$ cat src/rtl/pc_seq.sv
// ============================================================================
// Module   : pc_seq
// Purpose  : PC-source sequencer that arbitrates the next-PC select between
//            the main control FSM, hardware interrupt entry and ERET return.
// Revision : 1.0 - initial release
// ============================================================================
`default_nettype none

module pc_seq (
    input  logic       clk_I,
    input  logic       rst_n_I,
    input  logic [2:0] pcsrc_req_I,
    input  logic       pcwr_req_I,
    input  logic       instr_end_I,
    input  logic       eret_I,
    input  logic [5:0] int_req_I,
    input  logic [5:0] IM_I,
    input  logic       IE_I,
    output logic [2:0] PCSrc_O,
    output logic       PCWr_O,
    output logic       EPCWr_O,
    output logic       EXL_O,
    output logic       hold_O,
    output logic [5:0] int_pend_O
);

    // Next-PC mux select encoding shared with the datapath.
    localparam logic [2:0] MUX_PCSrc_PCCYCLE = 3'd0;
    localparam logic [2:0] MUX_PCSrc_BRANCH  = 3'd1;
    localparam logic [2:0] MUX_PCSrc_JUMPADD = 3'd2;
    localparam logic [2:0] MUX_PCSrc_JUMPREG = 3'd3;
    localparam logic [2:0] MUX_PCSrc_EPC     = 3'd4;
    localparam logic [2:0] MUX_PCSrc_ISR     = 3'd5;

    typedef enum logic [1:0] {
        RUN       = 2'd0,
        INT_SAVE  = 2'd1,
        INT_JUMP  = 2'd2,
        ERET_JUMP = 2'd3
    } state_e;

    state_e     state_q, state_d;
    logic       exl_q, exl_d;
    logic [5:0] int_pend_q;

    logic       w_int_taken;
    logic       w_eret_taken;

    assign w_eret_taken = (state_q == RUN) && eret_I && exl_q;
    assign w_int_taken  = (state_q == RUN) && instr_end_I && IE_I && !exl_q
                          && (|int_pend_q);

    // ERET has priority; a masked interrupt is re-evaluated once EXL clears.
    always_comb begin
        state_d = state_q;
        exl_d   = exl_q;
        case (state_q)
            RUN: begin
                if (w_eret_taken) begin
                    state_d = ERET_JUMP;
                end else if (w_int_taken) begin
                    state_d = INT_SAVE;
                end
            end
            INT_SAVE: begin
                state_d = INT_JUMP;
                exl_d   = 1'b1;
            end
            INT_JUMP: begin
                state_d = RUN;
            end
            ERET_JUMP: begin
                state_d = RUN;
                exl_d   = 1'b0;
            end
            default: begin
                state_d = RUN;
            end
        endcase
    end

    always_ff @(posedge clk_I or negedge rst_n_I) begin
        if (!rst_n_I) begin
            state_q    <= RUN;
            exl_q      <= 1'b0;
            int_pend_q <= 6'h00;
        end else begin
            state_q    <= state_d;
            exl_q      <= exl_d;
            int_pend_q <= int_req_I & IM_I;
        end
    end

    // Outside RUN the outputs depend on state alone; reset forces a safe idle.
    always_comb begin
        PCSrc_O = MUX_PCSrc_PCCYCLE;
        PCWr_O  = 1'b0;
        EPCWr_O = 1'b0;
        hold_O  = 1'b0;
        if (rst_n_I) begin
            case (state_q)
                RUN: begin
                    PCSrc_O = pcsrc_req_I;
                    PCWr_O  = pcwr_req_I;
                end
                INT_SAVE: begin
                    EPCWr_O = 1'b1;
                    hold_O  = 1'b1;
                end
                INT_JUMP: begin
                    PCSrc_O = MUX_PCSrc_ISR;
                    PCWr_O  = 1'b1;
                    hold_O  = 1'b1;
                end
                ERET_JUMP: begin
                    PCSrc_O = MUX_PCSrc_EPC;
                    PCWr_O  = 1'b1;
                    hold_O  = 1'b1;
                end
                default: begin
                    PCSrc_O = MUX_PCSrc_PCCYCLE;
                end
            endcase
        end
    end

    assign EXL_O      = exl_q;
    assign int_pend_O = int_pend_q;

    // Encodings driven by the main FSM only; listed to document the full map.
    logic w_unused;
    assign w_unused = ^{MUX_PCSrc_BRANCH, MUX_PCSrc_JUMPADD, MUX_PCSrc_JUMPREG};

endmodule

`default_nettype wire
$ cat config.mk
export PLATFORM = sky130hd
export DESIGN_NAME = pc_seq
export DESIGN_NICKNAME = d
export VERILOG_FILES = /design/src/rtl/pc_seq.sv
export SDC_FILE = /design/constraint.sdc
export NUM_CORES = 1
export LEC_CHECK = 0
export CAP_MARGIN = 5
export CORE_AREA = 5 5 42 44
export CTS_BUF_LIST = sky130_fd_sc_hd__clkbuf_8
export CTS_CLUSTER_SIZE = 8
export DETAILED_ROUTE_END_ITERATION = 16
export DIE_AREA = 0 0 47 49
export DONT_BUFFER_PORTS = 1
export SLEW_MARGIN = 20
export SYNTH_ARGS = -nofsm -noshare
export SYNTH_HDL_FRONTEND = slang
export SYNTH_SLANG_ARGS = --single-unit
$ cat constraint.sdc
create_clock -name clk_I -period 2.2 [get_ports clk_I]
set_input_delay 0.22 -clock clk_I [delete_from_list [all_inputs] [get_ports clk_I]]
set_output_delay 0.22 -clock clk_I [all_outputs]
set_load 0.01 [all_outputs]
== Yosys cells after proc, flatten, opt, wreduce, memory -nomap -nowiden ==
Cells that the tools add are included.
Storage, ports and cells
  bits in registers: 9
  output and inout port bits: 13
Cells by class
  multiplexer cells: 12
  bitwise logic cells: 1
  reduce and logical (&&, ||, !) cells: 12
  equal/unequal tests: 4
Operators with widths (count)
  3-bit case mux with 3 select lines: 1
  6-bit bitwise AND: 1
  1-bit logical AND: 6
  2-bit case mux with 3 select lines: 1
  6-bit OR reduction: 1
  1-bit two-way mux: 5
  2-bit == test (second input constant): 2
  2-bit two-way mux: 2
  1-bit case mux with 2 select lines: 2
  3-bit two-way mux: 1
  3-bit inequality test (second input constant): 1
  3-bit OR reduction: 1
  2-bit by 1-bit == test with 1-bit output (second input constant): 1
  2-bit logical NOT: 1
  2-bit nonzero test: 1
  2-bit OR reduction: 1
  1-bit logical NOT: 1

== Longest topological paths before layout ==
  depth in word-level cells: 8
  depth in mapped cells: 3

== Worst setup path before layout ==
OpenSTA, ideal clock, no wires.
  kind: flip-flop to flip-flop
  from: reg int_pend_q[3], in the netlist int_pend_O[3]
  to: reg state_q[0]
  setup slack: 966 ps
  path buffers: 0
  data arrival time: 1105 ps
  required time: 2071 ps
  period minus slack after synthesis: 1234 ps
  library setup time: 129 ps
  stages on the path, launching flop included: 4
  path through: dfrtp_1 -> or4_4 -> nor3_2 -> o31ai_1
Between the ends
  word-level cells in the longest chain between the ends: 3
RTL lines
  from (decl): RTL line 44  | logic [5:0] int_pend_q;
  from (signal assigned): RTL line 90  | int_pend_q <= int_req_I & IM_I;
  6-bit OR reduction: RTL line 51  | && (|int_pend_q);
  1-bit logical AND: RTL line 51
  3-bit inequality test (no source line)
  to (signal assigned): RTL line 88  | state_q <= state_d;
  to (decl): RTL line 42  | state_e state_q, state_d;
Every way passes these cells.
A chain may end at the register's enable or synchronous reset.

== Worst setup path in the final report ==
  from: reg state_q[0]
  to: out PCSrc_O[1]
Between the ends
  word-level cells in the longest chain between the ends: 3
RTL lines
  2-bit == test / 2-bit logical NOT (equally long branches): RTL line 101  | case (state_q)
  3-bit case mux with 3 select lines (*): RTL line 101
  3-bit two-way mux (*): RTL line 100  | if (rst_n_I) begin
  to (decl): RTL line 19  | output logic [2:0] PCSrc_O,
Mark *: on every way between the ends. The rest lies on a longest branch, timed or not.

==> reports/qor.yml <==
worst_setup_path:
  crit_path_end_kind: "primary output"
  crit_slowest_cell: "dfrtp_1"
  rr_startpoint: "int_pend_O[3]"
  rr_worst_depth: 3
  worst_ep_required_time_ns: 1.98
  r2r_slack_ns: 0.93
  cp_cell_sequence: "nor2_1 -> and3_1"
  crit_fanout: 7
  arrival_ns: 1.17
  rr_endpoint: "state_q[0]"
  slowest_delay_ns: 0.45
  worst-setup-path-type: "reg -> out"
  critPathLaunchType: "register"
global_route:
  gr-usage-all-layers: 0.0797
  overflow: 0
  grt_pass1_wl_um: 1170
  first_global_vias: 300
  antenna_found_initial: 0
  grt_start_max_net_pins: 10
min_path:
  worstHoldEndpoint: "int_pend_O[1]"
  min_from: "IM_I[1]"
  holdPathStages: 1
  hold_path.class: "in -> reg"
sta:
  finalHoldViolCount: 0
  worstMarginPinSlew_ns: 0.401
  setup_viol: 0
  setup_tns_ns: 0
  min_period_over_period: 0.631
  clock_skew_ns: 0.00121
  max_slew_margin: 0.732
  max_freq_mhz: 720
  drv_slew: 0
  rsz0062_at_grt: "false"
  final_period_minus_worst_setup_slack_ns: 1.39
flow_run:
  maxCapViolCount: 0
yosys:
  yosys_warnings: 0
  synth_fa_ha_area_frac: 0
  ys_seq_elements: 9
  synthMuxAreaShare: 0.0258
  avgSynthCellArea_um2: 11.4
  synthXorXnorAreaFrac: 0
  synth_compound_area_frac: 0.0710
  synth_top_family_by_area: "simple AND/OR/NAND/NOR gates"
  syn_nets: 55
  yosysUniqueCellTypes: 15
  syn-cell-area_um2: 388
  ys_seq_area_frac: 0.581
  yosys.area_share.simple: 0.313
  synth_cells: 34
die:
  die_area_mm2: 0.00230
  die_x_um: 47
  core_area_mm2: 0.00140
  start_util: 0.277
  io_pins: 34
  rows: 14
  chipHeight_um: 49
final_layout:
  fin_nets: 61
  syn_to_final_growth_pct: 19.7
  final_area_um2: 464
  layout.cells.non_filler: 55
  drive_gt1_frac: 0.154
  antennaDiodeCount: 0
power:
  intPower_mw: 0.367
  power_frac_seq: 0.462
  pwr-share-clk: 0.345
  p_sw_frac: 0.321
  power_leakage_nw: 0.215
  p_per_area_mw_per_mm2: 1160
  switchingPower_mw: 0.173
  comb_power_share: 0.193
  peakVddDrop_uv: 492
clock_tree:
  path_clk_slew_ns: 0.04
  root_buffer: "clkbuf_8"
  cts_resized: 0
  clock_latency_ns: 0.23
  numCtsBuffers: 3
  cts.htree.levels: 1
  cts.sinks: 9
  clockBufferDepth: 2
  cts_tree: "built"
routing:
  drtPass1Iterations: 3
  dr.first_iter.drc_count: 2
  drc: 0
  wl_um: 847
  wire_per_inst_um: 15.4
  vias: 275
  ant_nets: 0
  via_per_inst: 5.00
placement:
  placed_cells: 50
  numPortBuffers: 0
  place_area_um2: 408
  globalplace.congestion: 0.631
outcome:
  status: "completed"
[layer usage]
layer  vias to the layer above  track usage  share of wire
met1                       120       0.0568           0.31
met2                        27        0.115           0.45
li1                        124            -              -
met4                         0       0.0553          0.030
met5                         -            0              0
met3                         4       0.0886           0.21
[stage by stage]
stage | hold WS [ns] | total power [mW] | util | worst slack, ns
CTS | 0.111 | 0.554 | 0.331 | 0.783
global placement | -0.0753 | 0.352 | 0.291 | 0.938
detailed placement | -0.0752 | 0.356 | 0.291 | 0.923
floorplan | -0.0756 | 0.330 | - | 0.966
finish | 0.115 | 0.540 | 0.331 | 0.812
global route | 0.101 | 0.578 | 0.331 | 0.732
[logic make-up after synthesis]
group                  count (synthesis)
muxes                                  1
and+or+nand+nor                       19
AOI/OAI and AO/OA                      4
DFF                                    9
buffers and inverters                  1
[Yosys cell counts]
master   instances  area (um2)
inv_1            1        3.75
o21a_1           2        15.0
mux2i_1          1        10.0
nor3b_1          1        7.51
nor2_1           3        11.3
and2_1           6        37.5
nand3_1          2        10.0
and3b_1          1        8.76
and3_1           1        6.26
nor2b_1          3        18.8
nor3_2           1        10.0
a21oi_1          1        5.00
or4_4            1        11.3
o31ai_1          1        7.51
dfrtp_1          9         225
[worst max-delay path by stage]
| stage | cells past startpoint | endpoint | from | slack (ns) |
|---|---|---|---|---|
| 2_1_floorplan | 3 | state_q[0] | int_pend_O[3] | 0.97 |
| 3_3_place_gp | 3 | state_q[0] | int_pend_O[3] | 0.94 |
| 3_5_place_dp | 3 | state_q[0] | int_pend_O[3] | 0.92 |
| 4_1_cts | 2 | PCSrc_O[1] | state_q[0] | 0.78 |
| 5_1_grt | 2 | PCSrc_O[1] | state_q[0] | 0.73 |
| 6_report | 2 | PCSrc_O[1] | state_q[0] | 0.81 |
[power groups by stage]
stage	registers (mW)	logic [mW]	clock network (mW)
CTS	0.252	0.108	0.194
detailed placement	0.253	0.102	0
finish	0.249	0.104	0.187
global route	0.256	0.118	0.204
floorplan	0.240	0.0901	0
global placement	0.253	0.0994	0
[area by class of cell]
type                    count  area, um2
fillers                   156        937
flip-flops and latches      9        225
multi-input cells          24        159
clock buffers               3       41.3
well taps                  16       20.0
repair buffers              1       10.0
clock inverters             1       5.00
inverters                   1       3.75
[critical path: cells and delay by family, from the launching register on]
| kind | cells | cell delay (ns) |
|---|---|---|
| DFF | 1 | 0.45 |
| and+or+nand+nor | 2 | 0.49 |
[cells in the final DEF, fill, tap and decap left out]
| master | n |
|---|---|
| nor3b_1 | 1 |
| a21oi_1 | 1 |
| mux2i_1 | 1 |
| and3_1 | 1 |
| o21a_1 | 2 |
| inv_1 | 1 |
| clkinv_2 | 1 |
| dfrtp_1 | 9 |
| o31ai_1 | 1 |
| and3b_1 | 1 |
| and2_1 | 6 |
| nor2b_1 | 3 |
| nor2_1 | 3 |
| dlygate4sd3_1 | 1 |
| nor3_2 | 1 |
| clkbuf_8 | 3 |
| nand3_1 | 2 |
| or4_4 | 1 |
[repair_timing]
item / CTS / global route
endpoints found under the hold margin: 9 / 0
hold buffers: 1 / 0
buffers inserted: 0 / 0
[sequential cells by signal, summed over array words and instances, names as in the netlist]
| register | count |
|---|---|
| int_pend_O | 6 |
| EXL_O | 1 |
| state_q | 2 |
Power figures use the tool's default switching activity.
